`config.mk`:
```
export PLATFORM = sky130hd
export DESIGN_NAME = mem_port_arbiter
export DESIGN_NICKNAME = d
export VERILOG_FILES = /design/src/rtl/mem_port_arbiter.sv
export SDC_FILE = /design/constraint.sdc
export NUM_CORES = 1
export LEC_CHECK = 0
export ABC_AREA = 0
export BUFFER_PORTS_ARGS = -buffer_cell sky130_fd_sc_hd__buf_4
export CORE_AREA = 2 2 290 292
export CTS_BUF_LIST = sky130_fd_sc_hd__clkbuf_8
export CTS_CLUSTER_SIZE = 10
export DETAILED_ROUTE_END_ITERATION = 16
export DIE_AREA = 0 0 292 294
export SLEW_MARGIN = 30
export SYNTH_ARGS = -nofsm -noshare
export SYNTH_HDL_FRONTEND = slang
export SYNTH_SLANG_ARGS = --single-unit
```
`constraint.sdc`:
```
create_clock -name clk -period 2.9 [get_ports clk]
set_input_delay 0.29 -clock clk [delete_from_list [all_inputs] [get_ports clk]]
set_output_delay 0.29 -clock clk [all_outputs]
set_load 0.05 [all_outputs]
```
`src/rtl/mem_port_arbiter.sv`:
```
// mem_port_arbiter: shares one line-wide memory port between the I-cache
// miss port (read only) and the D-cache miss port (read/write).
// Round-robin grant, registered command/data, one-cycle ready pulse back to
// the granted side, and a watchdog that aborts a stalled transaction.
//
// Request/ready protocol: a requester raises its request (i_read, or
// d_read/d_write) and holds it with stable operands until its ready pulses
// for exactly one cycle; it must drop the request in the cycle after ready.
// Toward memory, mem_read/mem_write stay high with stable operands until
// mem_ready pulses (or the watchdog expires). Only one transaction is ever
// outstanding.
module mem_port_arbiter #(
   parameter int ADDR_W  = 28,
   parameter int DATA_W  = 128,
   parameter int TIMEOUT = 1023,
   parameter int CNT_W   = 10
) (
   input  logic              clk,
   input  logic              rst,
   input  logic              i_read,
   input  logic [ADDR_W-1:0] i_addr,
   output logic [DATA_W-1:0] i_rdata,
   output logic              i_ready,
   input  logic              d_read,
   input  logic              d_write,
   input  logic [ADDR_W-1:0] d_addr,
   input  logic [DATA_W-1:0] d_wdata,
   output logic [DATA_W-1:0] d_rdata,
   output logic              d_ready,
   output logic              mem_read,
   output logic              mem_write,
   output logic [ADDR_W-1:0] mem_addr,
   output logic [DATA_W-1:0] mem_wdata,
   input  logic [DATA_W-1:0] mem_rdata,
   input  logic              mem_ready,
   output logic              grant_d,
   output logic              timeout_err,
   output logic [1:0]        dbg_state
);

   typedef enum logic [1:0] {
      IDLE  = 2'd0,
      ISSUE = 2'd1,
      RESP  = 2'd2
   } state_t;

   state_t              state_q, state_d;
   logic                mem_read_q, mem_read_d;
   logic                mem_write_q, mem_write_d;
   logic [ADDR_W-1:0]   mem_addr_q, mem_addr_d;
   logic [DATA_W-1:0]   mem_wdata_q, mem_wdata_d;
   logic [DATA_W-1:0]   i_rdata_q, i_rdata_d;
   logic [DATA_W-1:0]   d_rdata_q, d_rdata_d;
   logic                i_ready_q, i_ready_d;
   logic                d_ready_q, d_ready_d;
   logic                grant_d_q, grant_d_d;
   logic                timeout_err_q, timeout_err_d;
   logic                last_grant_q, last_grant_d;   // 1 = D side was granted last
   logic [CNT_W-1:0]    wd_q, wd_d;

   logic                i_req, d_req, pick_d;
   logic [CNT_W-1:0]    wd_inc;

   assign i_req  = i_read;
   assign d_req  = d_read | d_write;
   // D wins when it is alone, or when both contend and I had the last grant.
   assign pick_d = d_req & (~i_req | ~last_grant_q);
   assign wd_inc = wd_q + 1'b1;

   assign mem_read    = mem_read_q;
   assign mem_write   = mem_write_q;
   assign mem_addr    = mem_addr_q;
   assign mem_wdata   = mem_wdata_q;
   assign i_rdata     = i_rdata_q;
   assign d_rdata     = d_rdata_q;
   assign i_ready     = i_ready_q;
   assign d_ready     = d_ready_q;
   assign grant_d     = grant_d_q;
   assign timeout_err = timeout_err_q;
   assign dbg_state   = state_q;

   // State and output registers; reset drops every command and pulse.
   always_ff @(posedge clk) begin
      if (rst) begin
         state_q       <= IDLE;
         mem_read_q    <= 1'b0;
         mem_write_q   <= 1'b0;
         mem_addr_q    <= '0;
         mem_wdata_q   <= '0;
         i_rdata_q     <= '0;
         d_rdata_q     <= '0;
         i_ready_q     <= 1'b0;
         d_ready_q     <= 1'b0;
         grant_d_q     <= 1'b0;
         timeout_err_q <= 1'b0;
         last_grant_q  <= 1'b1;
         wd_q          <= '0;
      end else begin
         state_q       <= state_d;
         mem_read_q    <= mem_read_d;
         mem_write_q   <= mem_write_d;
         mem_addr_q    <= mem_addr_d;
         mem_wdata_q   <= mem_wdata_d;
         i_rdata_q     <= i_rdata_d;
         d_rdata_q     <= d_rdata_d;
         i_ready_q     <= i_ready_d;
         d_ready_q     <= d_ready_d;
         grant_d_q     <= grant_d_d;
         timeout_err_q <= timeout_err_d;
         last_grant_q  <= last_grant_d;
         wd_q          <= wd_d;
      end
   end

   // Next-state: arbitrate in IDLE, wait for memory or watchdog in ISSUE,
   // pulse ready in RESP.
   always_comb begin
      state_d       = state_q;
      mem_read_d    = mem_read_q;
      mem_write_d   = mem_write_q;
      mem_addr_d    = mem_addr_q;
      mem_wdata_d   = mem_wdata_q;
      i_rdata_d     = i_rdata_q;
      d_rdata_d     = d_rdata_q;
      i_ready_d     = 1'b0;
      d_ready_d     = 1'b0;
      grant_d_d     = grant_d_q;
      timeout_err_d = timeout_err_q;
      last_grant_d  = last_grant_q;
      wd_d          = wd_q;

      unique case (state_q)
         IDLE: begin
            if (i_req || d_req) begin
               grant_d_d    = pick_d;
               last_grant_d = pick_d;
               wd_d         = '0;
               state_d      = ISSUE;
               if (pick_d) begin
                  // A simultaneous read+write request is serviced as a write.
                  mem_addr_d  = d_addr;
                  mem_wdata_d = d_wdata;
                  mem_write_d = d_write;
                  mem_read_d  = ~d_write;
               end else begin
                  mem_addr_d  = i_addr;
                  mem_read_d  = 1'b1;
                  mem_write_d = 1'b0;
               end
            end
         end
         ISSUE: begin
            if (mem_ready) begin
               mem_read_d  = 1'b0;
               mem_write_d = 1'b0;
               if (mem_read_q) begin
                  if (grant_d_q) d_rdata_d = mem_rdata;
                  else           i_rdata_d = mem_rdata;
               end
               i_ready_d = ~grant_d_q;
               d_ready_d = grant_d_q;
               state_d   = RESP;
            end else if (wd_inc == CNT_W'(TIMEOUT)) begin
               // Memory never answered: abort, keep old rdata, still release the requester.
               mem_read_d    = 1'b0;
               mem_write_d   = 1'b0;
               timeout_err_d = 1'b1;
               i_ready_d     = ~grant_d_q;
               d_ready_d     = grant_d_q;
               wd_d          = wd_inc;
               state_d       = RESP;
            end else begin
               wd_d = wd_inc;
            end
         end
         RESP: begin
            wd_d    = '0;
            state_d = IDLE;
         end
         default: begin
            state_d = IDLE;
         end
      endcase
   end

endmodule

```
-- After elaboration in Yosys (flattened, before gate mapping)
Index checks and enable logic that the tools add are counted.
- register bits after elaboration: 431
- bits of input ports: 318
- output and inout bits: 420
- add/subtract/negate cells: 1
- equality and inequality tests: 6
- multiplexer cells: 20
- bitwise operators: 9
- reductions and logical operators: 13
- operators by type and width (operator ; count):
    one-hot mux 10 bit (3 select lines) ; 1
    2-to-1 mux 28 bit ; 1
    2-to-1 mux 10 bit ; 2
    AND reduction 3 bit ; 4
    adder 10 x 1 -> 10 bit (second input constant) ; 1
    equality test 10 bit (second input constant) ; 1
    2-to-1 mux 1 bit ; 10
    AND reduction 4 bit ; 2
    2-to-1 mux 2 bit ; 3
    NOT 1 bit ; 6
    != test 2 bit (second input constant) ; 2
    one-hot mux 1 bit (2 select lines) ; 2
    one-hot mux 2 bit (2 select lines) ; 1
    AND reduction 2 bit ; 2
    != test 3 bit (second input constant) ; 1
    nonzero test 3 bit ; 1
    equality test 2 x 1 -> 1 bit (second input constant) ; 1
    equality test 2 bit (second input constant) ; 1
    zero test 2 bit ; 1
    bitwise OR 1 bit ; 2
    nonzero test 2 bit ; 1
    OR reduction 2 bit ; 1
    bitwise AND 1 bit ; 1
    logical OR 1 bit ; 1

-- Depth between registers and ports, before layout
- depth in word-level cells: 6
- gate-level depth with buffers: 7

-- Worst setup path after synthesis
No wires, ideal clock.
- kind: register to register
- start: register state_q[0], in the netlist dbg_state[0]
- end: register i_rdata_q[100], in the netlist i_rdata[100]
- arrival time: 1.864 ns
- required time: 2.768 ns
- path slack: 0.904 ns
- cell stages (with the launch flop): 8
- buffers on the path: 3
- path through: dfxtp_1 nand2b_1 clkbuf_8 or3_1 clkbuf_1 clkbuf_1 nand2_1 a21oi_1
- longest elaborated chain between the ends: 2
- ends and longest elaborated chain (element ; line ; source):
    from (decl) ; 47 ; state_t state_q, state_d;
    from (signal assigned) ; 99 ; state_q <= state_d;
    equality test 2 x 1 -> 1 bit ; 132 ; unique case (state_q)
    AND reduction 4 bit (no source line) ; -- ;
    to (signal assigned) ; 104 ; i_rdata_q <= i_rdata_d;
    to (decl) ; 52 ; logic [DATA_W-1:0] i_rdata_q, i_rdata_d;
No other way between the ends.
A chain may end at the register's enable or synchronous reset.

-- Worst setup path after layout
- start: register state_q[1], in the netlist dbg_state[1]
- end: register d_rdata_q[98], in the netlist d_rdata[98]
- longest elaborated chain between the ends: 2
- ends and longest elaborated chain (element ; line ; source):
    equality test 2 x 1 -> 1 bit ; 132 ;
    AND reduction 4 bit (no source line) ; -- ;
    to (signal assigned) ; 105 ; d_rdata_q <= d_rdata_d;
    to (decl) ; 53 ; logic [DATA_W-1:0] d_rdata_q, d_rdata_d;
No other way between the ends.

==> results.py <==
metrics = {
    "layout": {
        "regArea_um2": 8630,
        "finish.instance_area_um2": 27000,
        "syn2layout_area_growth_pct": 75.6,
        "finalNonFillerCells": 4091,
        "drive_gt1_share_pct": 30.4,
        "layout.nets": 3263,
        "multiInputGateArea_um2": 6120,
        "post-route-util_pct": 32.5,
        "num-fill-cells": 8541,
    },
    "logic_synthesis": {
        "synth_cells": 1924,
        "seq_area_frac_synth_pct": 56.2,
        "synth_cell_types": 43,
        "ys.flop_type": "dfxtp_1",
        "synth-edff-count": 0,
        "synth_area_leaders": "dfxtp_1, nand2_1, a21oi_1",
        "synth_async_sr_flop_share_pct": 0,
        "synth_area_per_cell_um2": 7.99,
        "syn-num-nets": 2244,
        "syn_area_um2": 15400,
        "ys_ff_latch": 431,
        "ys.warnings.count": 0,
        "yosysTopAreaCellShare_pct": 56.2,
        "yosysTopAreaCell": "dfxtp_1",
    },
    "drt": {
        "ant_nets": 0,
        "vias_per_cell": 4.12,
        "wl_per_cell_um": 15.8,
        "route.detailed.drc": 0,
        "vias": 16900,
        "wirelength_um": 64700,
        "drtIter0Drc": 724,
        "drt_pass1_iterations": 5,
    },
    "placement": {
        "placedCellCount": 3631,
        "port_buffers": 737,
        "dp_hpwl_um": 44700,
        "gp_congestion": 0.851,
        "dp_slack_ps": 770,
        "placed_cell_area_um2": 22100,
    },
    "critical_path": {
        "worstSetupPathType": "reg2reg",
        "cp_max_fo": 28,
        "cpPeakStageDelay_ps": 590,
        "r2r_end": "d_rdata[98]$_SDFFE_PP0P_",
        "rr_worst_depth": 5,
        "critPathLaunch": "dbg_state[1]$_SDFFE_PP0P_",
        "end_kind": "flip-flop",
        "cp.required_ps": 3440,
        "worst-path-buf-inv": 1,
        "timing.rr.start": "dbg_state[1]$_SDFFE_PP0P_",
        "cp.arrival_ps": 2710,
        "critical_path.startpoint_type": "flip-flop",
        "cp_slowest_cell": "or3_4",
        "cp_top_family": "simple AND/OR/NAND/NOR gates",
        "cp_cell_sequence": "nand2b_1 -> or3_4 -> buf_4 -> nand2_1 -> a21oi_1",
        "r2r_slack_ps": 740,
    },
    "global_routing": {
        "grt_pass1_wl_um": 96200,
        "grt_overflow": 0,
        "grtUsageTotal_pct": 14.2,
        "grt_max_degree": 85,
        "antenna_found_initial": 4,
        "grt_pass1_vias": 16800,
    },
    "floorplan": {
        "pin_count": 738,
        "dieArea_um2": 85800,
        "start_util_pct": 18.5,
        "rows": 106,
        "die_h_um": 294,
        "die_w_um": 292,
        "core_um2": 82900,
    },
    "job": {
        "drv_cap": 0,
    },
    "sta": {
        "skew_ps": 44.8,
        "post-route-period-util_pct": 74.6,
        "tightest_slew_ps": 607,
        "whs_ps": 120,
        "hold_viol": 0,
        "maxSlewHeadroom_pct": 59.5,
        "finalSetupTns_ps": 0,
        "fin_ws_ps": 736,
        "final_max_slew_viol_count": 0,
        "fmax_mhz": 462,
        "min_period_ps": 2160,
        "setup_viol": 0,
        "rsz0062_at_grt": "no",
    },
    "power": {
        "finalPower_mw": 15.9,
        "vdd_drop_max_mv": 0.461,
        "p_leak_nw": 11.3,
        "p_per_area_nw_per_um2": 590,
    },
    "worst_hold_path": {
        "worstHoldPathType": "in2reg",
        "hold_start": "i_addr[3]",
        "min_path_cells": 3,
        "holdPathEnd": "mem_addr[3]$_SDFFE_PP0P_",
    },
    "clock_tree": {
        "cts_setup_buffers": 0,
        "ctsResizeCount": 0,
        "htreeDepth": 3,
        "root_buffer": "clkbuf_8",
        "cts_tree": "yes",
        "cts_hold_buf": 310,
        "cts_made_buffers": 80,
        "clkLatencyLatePin_ps": 670,
        "clock_path_buffers": 3,
        "clk_pin_slew_ps": 60,
        "cts_sinks": 431,
    },
    "outcome": {
        "status": "completed",
    },
}
## synth_stat cells (3+ instances only)
cell,count
inv_1,3
or3_1,3
clkbuf_1,103
dfxtp_1,431
nor3_1,5
mux2i_1,29
buf_1,3
nor2_1,42
buf_6,4
nand2b_1,3
a21oi_1,397
nand3_1,4
or4_1,3
o21ai_0,8
a211oi_1,29
nand2_1,783
buf_2,35
## state kept, by name, indices dropped and copies added (netlist names)
signal,count
timeout_err,1
mem_wdata,128
last_grant_q,1
mem_write,1
i_rdata,128
wd_q,10
grant_d,1
mem_read,1
d_rdata,128
i_ready,1
dbg_state,2
mem_addr,28
d_ready,1
## worst min-delay path, stage by stage
cell and delay, ps:
buf_4 70, mux2i_1 110, a211oi_1 230
## layout by cell type, fill, tap and decap left out, types with 2 or more instances in the layout
master and instances:
nand2_1 782, buf_4 761, dfxtp_1 431, a21oi_1 397
dlygate4sd3_1 310, clkbuf_8 98, nor2_1 42, mux2i_1 29
a211oi_1 29, inv_1 28, buf_12 12, o21ai_0 8
clkinv_2 8, bufinv_16 7, nand3_1 4, clkinvlp_4 4
diode_2 3, or4_1 3, nor3_1 3, nand2b_1 3
and2_4 3, o31ai_1 2, o21bai_1 2, a22oi_1 2
a31oi_1 2, nand3b_1 2, a31o_2 2, a2111oi_2 2
nand4b_1 2, o31a_1 2, o22ai_2 2, nor3_2 2
or3_4 2, ha_1 2, inv_8 2, clkinv_8 2
## worst max path at each step
| stage | endpoint | slack [ps] | cells past startpoint |
|---|---|---|---|
| global placement | mem_read$_SDFFE_PP0P_ | 800 | 6 |
| detailed placement | d_rdata[98]$_SDFFE_PP0P_ | 770 | 5 |
| CTS | d_rdata[79]$_SDFFE_PP0P_ | 720 | 5 |
| floorplan | i_rdata[100]$_SDFFE_PP0P_ | 900 | 7 |
| global route | d_rdata[79]$_SDFFE_PP0P_ | 510 | 5 |
| finish | d_rdata[98]$_SDFFE_PP0P_ | 740 | 5 |
## metal layers
layer / track usage, % / vias up / share of wire (%)
li1: - / 8345 / -
met1: 15.9 / 7779 / 39
met2: 24.3 / 585 / 48
met3: 4.60 / 164 / 8.0
met4: 7.38 / 0 / 4.5
met5: 0 / - / 0
## report_power, final
part	total, mW	internal, mW	switching, mW
clock	6.47	3.72	2.76
sequential	6.34	6.19	0.148
combinational	3.11	1.18	1.93
total	15.9	11.1	4.83
## cell type report
type	instances	area share, %
repair buffers	1084	33.6
flip-flops and latches	431	32.0
multi-input cells	1343	22.7
well taps	1080	5.01
clock buffers	98	5.00
clock inverters	49	1.62
inverters	3	0.0417
diodes	3	0.0278
## cells by family after synthesis
kind of cell / count (synthesis) / share of synthesized area, %
compound gates: 456 / 15.9
xor+xnor: 1 / 0.0570
fa+ha+maj: 2 / 0.163
buf+inv: 150 / 4.23
flops: 431 / 56.2
mux: 29 / 1.89
simple gates: 855 / 21.6
No activity file was read; power rests on OpenSTA's default activity.
